[src/rtl/alu_pkg.sv]
// Shared ALU definitions: datapath width, operation encodings and a bit-reverse helper.
// Used by the decode stage and the execute stage.
package alu_pkg;

  localparam int ALU_W = 16;

  typedef enum logic [2:0] {
    OP_ADD = 3'b000,
    OP_SUB = 3'b001,
    OP_AND = 3'b010,
    OP_OR  = 3'b011,
    OP_XOR = 3'b100,
    OP_SLL = 3'b101,
    OP_SRL = 3'b110,
    OP_SRA = 3'b111
  } alu_op_e;

  function automatic logic [ALU_W-1:0] bit_rev(input logic [ALU_W-1:0] v);
    logic [ALU_W-1:0] r;
    for (int i = 0; i < ALU_W; i++) r[i] = v[ALU_W-1-i];
    return r;
  endfunction

endpackage

[src/rtl/alu16_core.sv]
// Combinational 16-bit ALU: result, zero and carry from op, a and b.
// All shifts share one 4-stage right barrel shifter; SLL goes through it bit-reversed.
module alu16_core
  import alu_pkg::*;
(
  input  logic [2:0]       i_op,
  input  logic [ALU_W-1:0] i_a,
  input  logic [ALU_W-1:0] i_b,
  output logic [ALU_W-1:0] o_result,
  output logic             o_zero,
  output logic             o_carry
);

  alu_op_e          w_op;
  logic [3:0]       w_n;
  logic [ALU_W:0]   w_sum;
  logic [ALU_W:0]   w_diff;
  logic             w_fill;
  logic [ALU_W-1:0] w_src;
  logic [ALU_W:0]   w_st0;
  logic [ALU_W:0]   w_st1;
  logic [ALU_W:0]   w_st2;
  logic [ALU_W:0]   w_st3;
  logic [ALU_W:0]   w_st4;
  logic [ALU_W-1:0] w_shr;

  assign w_op   = alu_op_e'(i_op);
  assign w_n    = i_b[3:0];
  assign w_sum  = {1'b0, i_a} + {1'b0, i_b};
  assign w_diff = {1'b0, i_a} - {1'b0, i_b};

  // A guard bit below the LSB collects the last bit shifted out.
  assign w_fill = (w_op == OP_SRA) & i_a[ALU_W-1];
  assign w_src  = (w_op == OP_SLL) ? bit_rev(i_a) : i_a;
  assign w_st0  = {w_src, 1'b0};
  assign w_st1  = w_n[0] ? {{1{w_fill}}, w_st0[ALU_W:1]} : w_st0;
  assign w_st2  = w_n[1] ? {{2{w_fill}}, w_st1[ALU_W:2]} : w_st1;
  assign w_st3  = w_n[2] ? {{4{w_fill}}, w_st2[ALU_W:4]} : w_st2;
  assign w_st4  = w_n[3] ? {{8{w_fill}}, w_st3[ALU_W:8]} : w_st3;
  assign w_shr  = w_st4[ALU_W:1];

  always_comb begin
    o_result = '0;
    o_carry  = 1'b0;
    case (w_op)
      OP_ADD: begin
        o_result = w_sum[ALU_W-1:0];
        o_carry  = w_sum[ALU_W];
      end
      OP_SUB: begin
        o_result = w_diff[ALU_W-1:0];
        o_carry  = w_diff[ALU_W];
      end
      OP_AND: o_result = i_a & i_b;
      OP_OR:  o_result = i_a | i_b;
      OP_XOR: o_result = i_a ^ i_b;
      OP_SLL: begin
        o_result = bit_rev(w_shr);
        o_carry  = w_st4[0];
      end
      OP_SRL, OP_SRA: begin
        o_result = w_shr;
        o_carry  = w_st4[0];
      end
      default: ;
    endcase
  end

  assign o_zero = (o_result == '0);

endmodule

[src/rtl/ex_stage.sv]
// Execute stage: one-deep valid/ready pipeline register around alu16_core.
// Flush discards the held result and blocks acceptance in the same cycle.
module ex_stage
  import alu_pkg::*;
#(
  parameter int W = ALU_W
) (
  input  logic         clk,
  input  logic         rst_n,
  input  logic         flush,
  input  logic         in_valid,
  output logic         in_ready,
  input  logic [2:0]   in_op,
  input  logic [W-1:0] in_a,
  input  logic [W-1:0] in_b,
  input  logic [2:0]   in_rd,
  input  logic         in_we,
  output logic         out_valid,
  input  logic         out_ready,
  output logic [W-1:0] out_result,
  output logic [2:0]   out_rd,
  output logic         out_we,
  output logic         out_zero,
  output logic         out_carry
);

  logic         r_valid;
  logic [W-1:0] r_result;
  logic [2:0]   r_rd;
  logic         r_we;
  logic         r_zero;
  logic         r_carry;

  logic         w_accept;
  logic [W-1:0] w_result;
  logic         w_zero;
  logic         w_carry;

  alu16_core u_alu (
    .i_op     (in_op),
    .i_a      (in_a),
    .i_b      (in_b),
    .o_result (w_result),
    .o_zero   (w_zero),
    .o_carry  (w_carry)
  );

  assign in_ready = !r_valid || out_ready;
  assign w_accept = in_valid && in_ready && !flush;

  always_ff @(posedge clk or negedge rst_n) begin
    if (!rst_n) begin
      r_valid  <= 1'b0;
      r_result <= '0;
      r_rd     <= '0;
      r_we     <= 1'b0;
      r_zero   <= 1'b0;
      r_carry  <= 1'b0;
    end else begin
      if (flush)
        r_valid <= 1'b0;
      else if (w_accept)
        r_valid <= 1'b1;
      else if (out_ready)
        r_valid <= 1'b0;

      // Data registers only move on acceptance so they stay stable otherwise.
      if (w_accept) begin
        r_result <= w_result;
        r_rd     <= in_rd;
        r_we     <= in_we;
        r_zero   <= w_zero;
        r_carry  <= w_carry;
      end
    end
  end

  assign out_valid  = r_valid;
  assign out_result = r_result;
  assign out_rd     = r_rd;
  assign out_we     = r_we;
  assign out_zero   = r_zero;
  assign out_carry  = r_carry;

endmodule
[config.mk]
export PLATFORM = sky130hd
export DESIGN_NAME = ex_stage
export DESIGN_NICKNAME = d
export VERILOG_FILES = /design/src/rtl/alu_pkg.sv /design/src/rtl/alu16_core.sv /design/src/rtl/ex_stage.sv
export SDC_FILE = /design/constraint.sdc
export NUM_CORES = 1
export LEC_CHECK = 0
export BUFFER_PORTS_ARGS = -buffer_cell sky130_fd_sc_hd__buf_4
export CELL_PAD_IN_SITES_DETAIL_PLACEMENT = 0
export CELL_PAD_IN_SITES_GLOBAL_PLACEMENT = 2
export CORE_MARGIN = 4
export CORE_UTILIZATION = 30
export CTS_CLUSTER_DIAMETER = 200
export CTS_CLUSTER_SIZE = 16
export DETAILED_ROUTE_END_ITERATION = 7
export PLACE_DENSITY_LB_ADDON = 0.1
export SETUP_SLACK_MARGIN = 0.4
export SYNTH_ARGS = -nofsm -noshare
export SYNTH_HDL_FRONTEND = slang
export SYNTH_SLANG_ARGS = --single-unit
[constraint.sdc]
create_clock -name clk -period 3.1 [get_ports clk]
set_input_delay 0.62 -clock clk [delete_from_list [all_inputs] [get_ports clk]]
set_output_delay 0.62 -clock clk [all_outputs]
set_load 0.01 [all_outputs]
Word level (Yosys, flattened, before mapping)
Index checks and enable logic that the tools add are counted.
- flip-flop bits (word level): 23
- bits in latches: 0
- bits in writable memories: 0
- memory bits (read-only): 0
- word-level logic and storage cells: 39
- memories: 0
- add/subtract/negate cells: 2
- multiply operators: 0
- div/mod/pow operators: 0
- order comparisons: 0
- equal/unequal tests: 7
- shift operators: 0
- muxes and demuxes: 10
- bitwise gates (word level): 4
- reduce and logical (&&, ||, !) cells: 10
- operator list (operator ; number):
    $pmux 16 s7 ; 1
    $mux 17 ; 4
    $add 16x16->17 ; 1
    $sub 16x16->17 ; 1
    $and 16x16->16 ; 1
    $logic_not 16->1 ; 1
    $mux 16 ; 1
    $or 16x16->16 ; 1
    $xor 16x16->16 ; 1
    $eq 3x3->1 const B ; 4
    $eq 3x2->1 const B ; 2
    $eq 3x1->1 const B ; 1
    $logic_not 3->1 ; 1
    $mux 1 ; 3
    $pmux 1 s3 ; 1
    $reduce_bool 3->1 ; 1
    $reduce_or 3->1 ; 1
    $logic_and 1x1->1 ; 2
    $logic_not 1->1 ; 2
    $reduce_or 2->1 ; 1
    $and 1x1->1 ; 1
    $logic_or 1x1->1 ; 1

Logic depth before layout (Yosys ltp)
- depth in word-level cells: 8
- depth in mapped cells: 15
- gate-level depth less buffers: 14

Cells and area by module
Synthesis repeated with hierarchy kept, for this count alone.
- cell total of the unflattened synthesis: 652
- area total of the unflattened synthesis: 5094.9 µm²
- modules (own cells, without submodules) (module ; times used ; cells an instance ; area an instance (µm²) ; sequential area each (µm²)):
    alu16_core ; 1 ; 600 ; 4205.3 ; 0.0
    ex_stage ; 1 ; 52 ; 889.6 ; 575.6

Worst setup path before layout
OpenSTA, ideal clock, no wires.
- kind: input port to flip-flop
- start point: input in_b[3]
- end point: register r_zero, in the netlist out_zero
- setup time: 0.067 ns
- arrival time: 3.553 ns
- data required time: 3.033 ns
- setup slack: -0.520 ns
- cell stages on the path: 15
- buffers on the path: 3
- cell sequence: clkbuf_1 -> inv_1 -> clkbuf_1 -> ha_1 -> clkbuf_1 -> nand2b_1 -> o311ai_0 -> a21oi_1 -> a211oi_1 -> o41ai_1 -> xnor2_1 -> o32ai_1 -> a311oi_1 -> and4b_1 -> a32o_1
- longest elaborated chain between the ends: 3
- ends and longest elaborated chain (what ; RTL line ; source):
    from (decl) ; ex_stage.sv:15 ; input logic [W-1:0] in_b,
    $sub 16x16->17, or another cell as far along ; alu16_core.sv:30 ; assign w_diff = {1'b0, i_a} - {1'b0, i_b};
    $pmux 16 s7 (*) ; alu16_core.sv:45 ; case (w_op)
    $logic_not 16->1 (*) ; alu16_core.sv:69 ; assign o_zero = (o_result == '0);
    to (signal assigned) ; ex_stage.sv:72 ; r_zero <= w_zero;
    to (decl) ; ex_stage.sv:31 ; logic r_zero;
Every way passes the cells marked *; elsewhere a longest branch is shown, timed or not.
A chain may end at the register's enable or synchronous reset.

Worst setup path after layout
- start point: input in_op[1]
- end point: register r_zero, in the netlist out_zero
- longest elaborated chain between the ends: 8
- ends and longest elaborated chain (what ; RTL line ; source):
    from (decl) ; ex_stage.sv:13 ; input logic [2:0] in_op,
    $eq 3x3->1 (on tied branches) ; alu16_core.sv:34, alu16_core.sv:45, alu16_core.sv:33 ;
    $mux 16 / $and 1x1->1 (equally long branches) ; alu16_core.sv:34, alu16_core.sv:33 ;
    $mux 17 ; alu16_core.sv:36 ; assign w_st1 = w_n[0] ? {{1{w_fill}}, w_st0[ALU_W:1]} : w_st0;
    $mux 17 ; alu16_core.sv:37 ; assign w_st2 = w_n[1] ? {{2{w_fill}}, w_st1[ALU_W:2]} : w_st1;
    $mux 17 ; alu16_core.sv:38 ; assign w_st3 = w_n[2] ? {{4{w_fill}}, w_st2[ALU_W:4]} : w_st2;
    $mux 17 ; alu16_core.sv:39 ; assign w_st4 = w_n[3] ? {{8{w_fill}}, w_st3[ALU_W:8]} : w_st3;
    $pmux 16 s7 (*) ; alu16_core.sv:45 ;
    $logic_not 16->1 (*) ; alu16_core.sv:69 ;
Marks and branches as above.

==> results.txt <==
From left edge to right edge, the die measures ~130 um. The max-slew headroom at the worst pin is between 50% and 60%. The floorplan step defined a die boundary enclosing 18000 sq um. The number of warnings printed during yosys synthesis is 0. The total inserted antenna cells is 0.

The die height came out at between 100 and 150 um. The type of destination of the critical path is a flip-flop. The fmax is approximately 0.33 GHz. The distinct cell type count after synthesis is 77. Among all flip-flop cells after synthesis, the most frequent one is sky130_fd_sc_hd__dfrtp_1. The worst setup path is launched from an input pin. After synthesis, the most frequently instantiated cells are sky130_fd_sc_hd__nor2_1 (69), sky130_fd_sc_hd__a21oi_1 (61), sky130_fd_sc_hd__inv_1 (56). TritonCTS built the clock tree. In this run the count of I/O pins placed on the die edge is around 70. Sorting the synthesized cells by area gives the leading types as sky130_fd_sc_hd__ha_1 (13%), sky130_fd_sc_hd__dfrtp_1 (12%), sky130_fd_sc_hd__mux4_2 (7.5%), sky130_fd_sc_hd__a21oi_1 (6.4%), sky130_fd_sc_hd__mux2i_1 (6.1%). The multi-input gate area in the final layout came out at 4370 sq um. The largest individual stage delay along the critical path comes from the cell sky130_fd_sc_hd__mux4_2. Detailed placement ended at an HPWL of between 15000 and 20000 um. The flow ran to the end, and the final reports show no timing, DRC or antenna violations.

The count of pins over their slew limit is 0. The worst endpoint data arrival time came out at between 3 and 4 ns. The number of clock buffers added by TritonCTS is 3. Yosys mapped a number of flops with a built-in enable equal to 0. Summed over all instances, the cell type with the most area after synthesis is sky130_fd_sc_hd__ha_1.

The compound-gate portion of the synthesized area came out at 28.8%. The maximum root-to-sink buffer count is 2. Compared with the post-synthesis result, the final layout area differs by 54.9%.

The first detailed-routing pass took 4 iterations. The total cell area at the placement stage is slightly below 7000 sq um. Global routing consumed, over all layers together, between 20 and 25% of the routing resources.

At the worst endpoint, the required time is 3.29 ns. The power density over the cells is approximately 280 nW/um^2. The global route total overflow is 0. The most common cell in the synthesized netlist is sky130_fd_sc_hd__nor2_1. The routed layout has 5555 vias. The violation count after the first detailed-route iteration is ~390. Clock-pin slew was measured on the worst setup and hold paths at 0.06 ns.

The worst-case hold slack came out at ~0.25 ns. The worst-skew pair later-pin latency came out at ~0.25 ns. The maximum fanout along the worst path is 7.

The fraction of registers with async set or reset after synthesis came out at between 90% and 100%. Synthesis produced a netlist whose cell count is 622. The number of remaining DRC errors came out at 0. The transition at the pin with the smallest max-transition slack came out at 0.618 ns. The worst setup path is of the in2reg kind. The path class of the tightest hold or removal check is in2async.

The core area came out at about 15000 sq um. The final worst slack is slightly above 0.03 ns. The antenna violation net count after detailed routing is 0. The total number of H-tree levels came out at 1. Dividing the synthesized area by the synthesized cell count gives between 7 and 8 sq um. After synthesis, the largest family of logic cells by area is compound AO/OA/AOI/OAI gates. The number of hold violations in the final report was 0. The number of maximum-capacitance violations came out at 0. The fill cell total of the finished layout is approximately 1600. Once the floorplan was initialized, standard cells occupied a little under a third of the core. The post-detailed-route wirelength per cell is between 15 and 20 um.

The minimum clock period after layout is between 3 and 4 ns. In this run the clock root is driven by a sky130_fd_sc_hd__clkbuf_16. Across the whole layout, storage elements account for ~580 sq um. The total of flip-flops plus latches after synthesis came out at 23. The final wirelength is 20300 um. The final clock skew is around 0.0026 ns. The ratio of routed vias to standard cells is roughly 5.4.

The post-synthesis instance area came out at approximately 4800 sq um. The worst stage delay on the critical path came out at slightly below 0.6 ns. The register area share after synthesis came out at about 12%. The static leakage power is 3.32 nW. In this run, post-CTS hold repair placed 0 buffers. Setup violations remaining at the end of the flow were counted as 0.

The summed area of non-filler cells in the final layout came out at roughly 7400 sq um. The number of placement rows is 45. Summing the areas of all fa, ha and maj instances in the mapped netlist gives a little over an eighth of the synthesized area. The top cell type by area accounts for about 13% of the synthesized area.

The largest net degree at the start of global routing is 40. The number of global-route vias before repair is around 5600. The fraction of the cycle the final worst path needs came out at between 90% and 100%.

The share of synthesized area spent on multiplexers came out at between 15 and 20%. The xor and xnor area share after synthesis is 2.20%. The total nets after synthesis is between 700 and 800. The total of buffers placed on input and output ports is 67. The simple-gate portion of the synthesized area is a little under a fifth. For this run, the post-layout net count is ~910. The initial antenna violation count came to 0.

The fraction of layout cells with a size suffix above 1 is between 40 and 50%. Across the VDD grid, the largest voltage drop is between 0.2 and 0.25 mV. The routability congestion estimate is approximately 0.96. The global-route wire length before repair came out at roughly 32000 um.

The TritonCTS sink count came out at 23. The signal on the critical path passes through buf_8 -> and3b_4 -> mux4_2 -> mux2i_4 -> a22oi_2 -> a221oi_2 -> o221a_1 -> o211ai_1 -> nor4_1 -> and4b_1 -> a32o_1. Setup repair after global routing could not meet its margin everywhere.

The pre-CTS setup slack came out at -0.332 ns.
-- per-layer routing --
metal / routed length, um / up-vias / track usage, %
met5: 0 / - / 0
met2: 9270 / 174 / 36.0
met1: 9020 / 2660 / 29.5
li1: - / 2687 / -
met3: 1220 / 34 / 3.23
met4: 819 / 0 / 7.92
-- sequential cells by signal, indices dropped and copies added (netlist names) --
register,cells
out_zero,1
out_valid,1
out_carry,1
out_we,1
out_rd,3
out_result,16
-- worst max-delay path, delay by kind of cell --
kind,cells,cell delay [ns]
and+or+nand+nor,3,0.74
buffers and inverters,1,0.10
AOI/OAI and AO/OA,5,0.96
muxes,2,0.83
-- layout make-up --
class / count / share of cell area [%]
multi-input cells: 498 / 59.0
repair buffers: 233 / 25.3
flip-flops and latches: 23 / 7.77
well taps: 211 / 3.56
inverters: 58 / 3.29
clock buffers: 3 / 1.01
clock inverters: 1 / 0.0676
-- metrics by stage --
step	power (W)	setup TNS [ns]	cells	utilization, %
after global routing	0.00220	-0.141	1027	48.0
after CTS	0.00199	-0.00993	1022	46.1
after global placement	0.00164	-1.33	1011	43.8
after detailed placement	0.00164	-1.39	1011	43.8
final	0.00206	0	1027	48.0
after floorplan	0.00105	0	622	-
-- worst paths after layout --
kind,to,slack (ns),depth (start not counted),startpoint
worst max-delay path,out_zero$_DFFE_PN0P_,0.03,11,in_op[1]
worst max register to register,out_zero$_DFFE_PN0P_,0.82,9,out_valid$_DFFE_PN0P_
worst min register to register,out_result[5]$_DFFE_PN0P_,0.50,1,out_result[5]$_DFFE_PN0P_
worst min-delay path,out_result[3]$_DFFE_PN0P_,0.25,1,rst_n
min in group clk,out_result[5]$_DFFE_PN0P_,0.50,1,out_result[5]$_DFFE_PN0P_
max in group asynchronous,out_valid$_DFFE_PN0P_,2.63,1,rst_n
-- cell families (layout without fill, tap and decap cells) --
family                   count (synthesis)  count (layout)
AO/OA/AOI/OAI                          200             200
AND/OR/NAND/NOR                        182             182
buffers and inverters                  101             295
multiplexers                            54              54
adder cells (fa/ha/maj)                 50              50
flip-flops                              23              23
XOR/XNOR                                12              12
-- timing repair --
action	4_1_cts	5_1_grt
buffers inserted	7	5
setup endpoints to repair	15	15
gates resized for setup	50	51
pin swaps	28	35
-- layout by cell type, fill, tap and decap left out, types with 9 or more instances in the layout --
master / netlist / final
sky130_fd_sc_hd__mux4_2: 16 / 16
sky130_fd_sc_hd__xnor2_1: 12 / 12
sky130_fd_sc_hd__nand3_1: 10 / 10
sky130_fd_sc_hd__nor3_1: 17 / 14
sky130_fd_sc_hd__buf_4: 0 / 218
sky130_fd_sc_hd__o21ai_0: 24 / 19
sky130_fd_sc_hd__ha_1: 48 / 36
sky130_fd_sc_hd__mux2i_1: 29 / 26
sky130_fd_sc_hd__a21oi_2: 1 / 15
sky130_fd_sc_hd__ha_4: 0 / 9
sky130_fd_sc_hd__nor2_1: 69 / 67
sky130_fd_sc_hd__a21o_1: 9 / 9
sky130_fd_sc_hd__nand2_1: 35 / 34
sky130_fd_sc_hd__dfrtp_1: 23 / 23
sky130_fd_sc_hd__inv_1: 56 / 46
sky130_fd_sc_hd__o211ai_1: 16 / 16
sky130_fd_sc_hd__a21oi_1: 61 / 46
-- power by group --
| part | internal (W) | switching, W | leakage (nW) |
|---|---|---|---|
| Clock | 0.000173 | 0.0000993 | 0.0409 |
| Combinational | 0.000683 | 0.000716 | 3.01 |
| Sequential | 0.000355 | 0.0000297 | 0.266 |
| Total | 0.00121 | 0.000845 | 3.32 |
No activity file was read; power rests on OpenSTA's default activity.
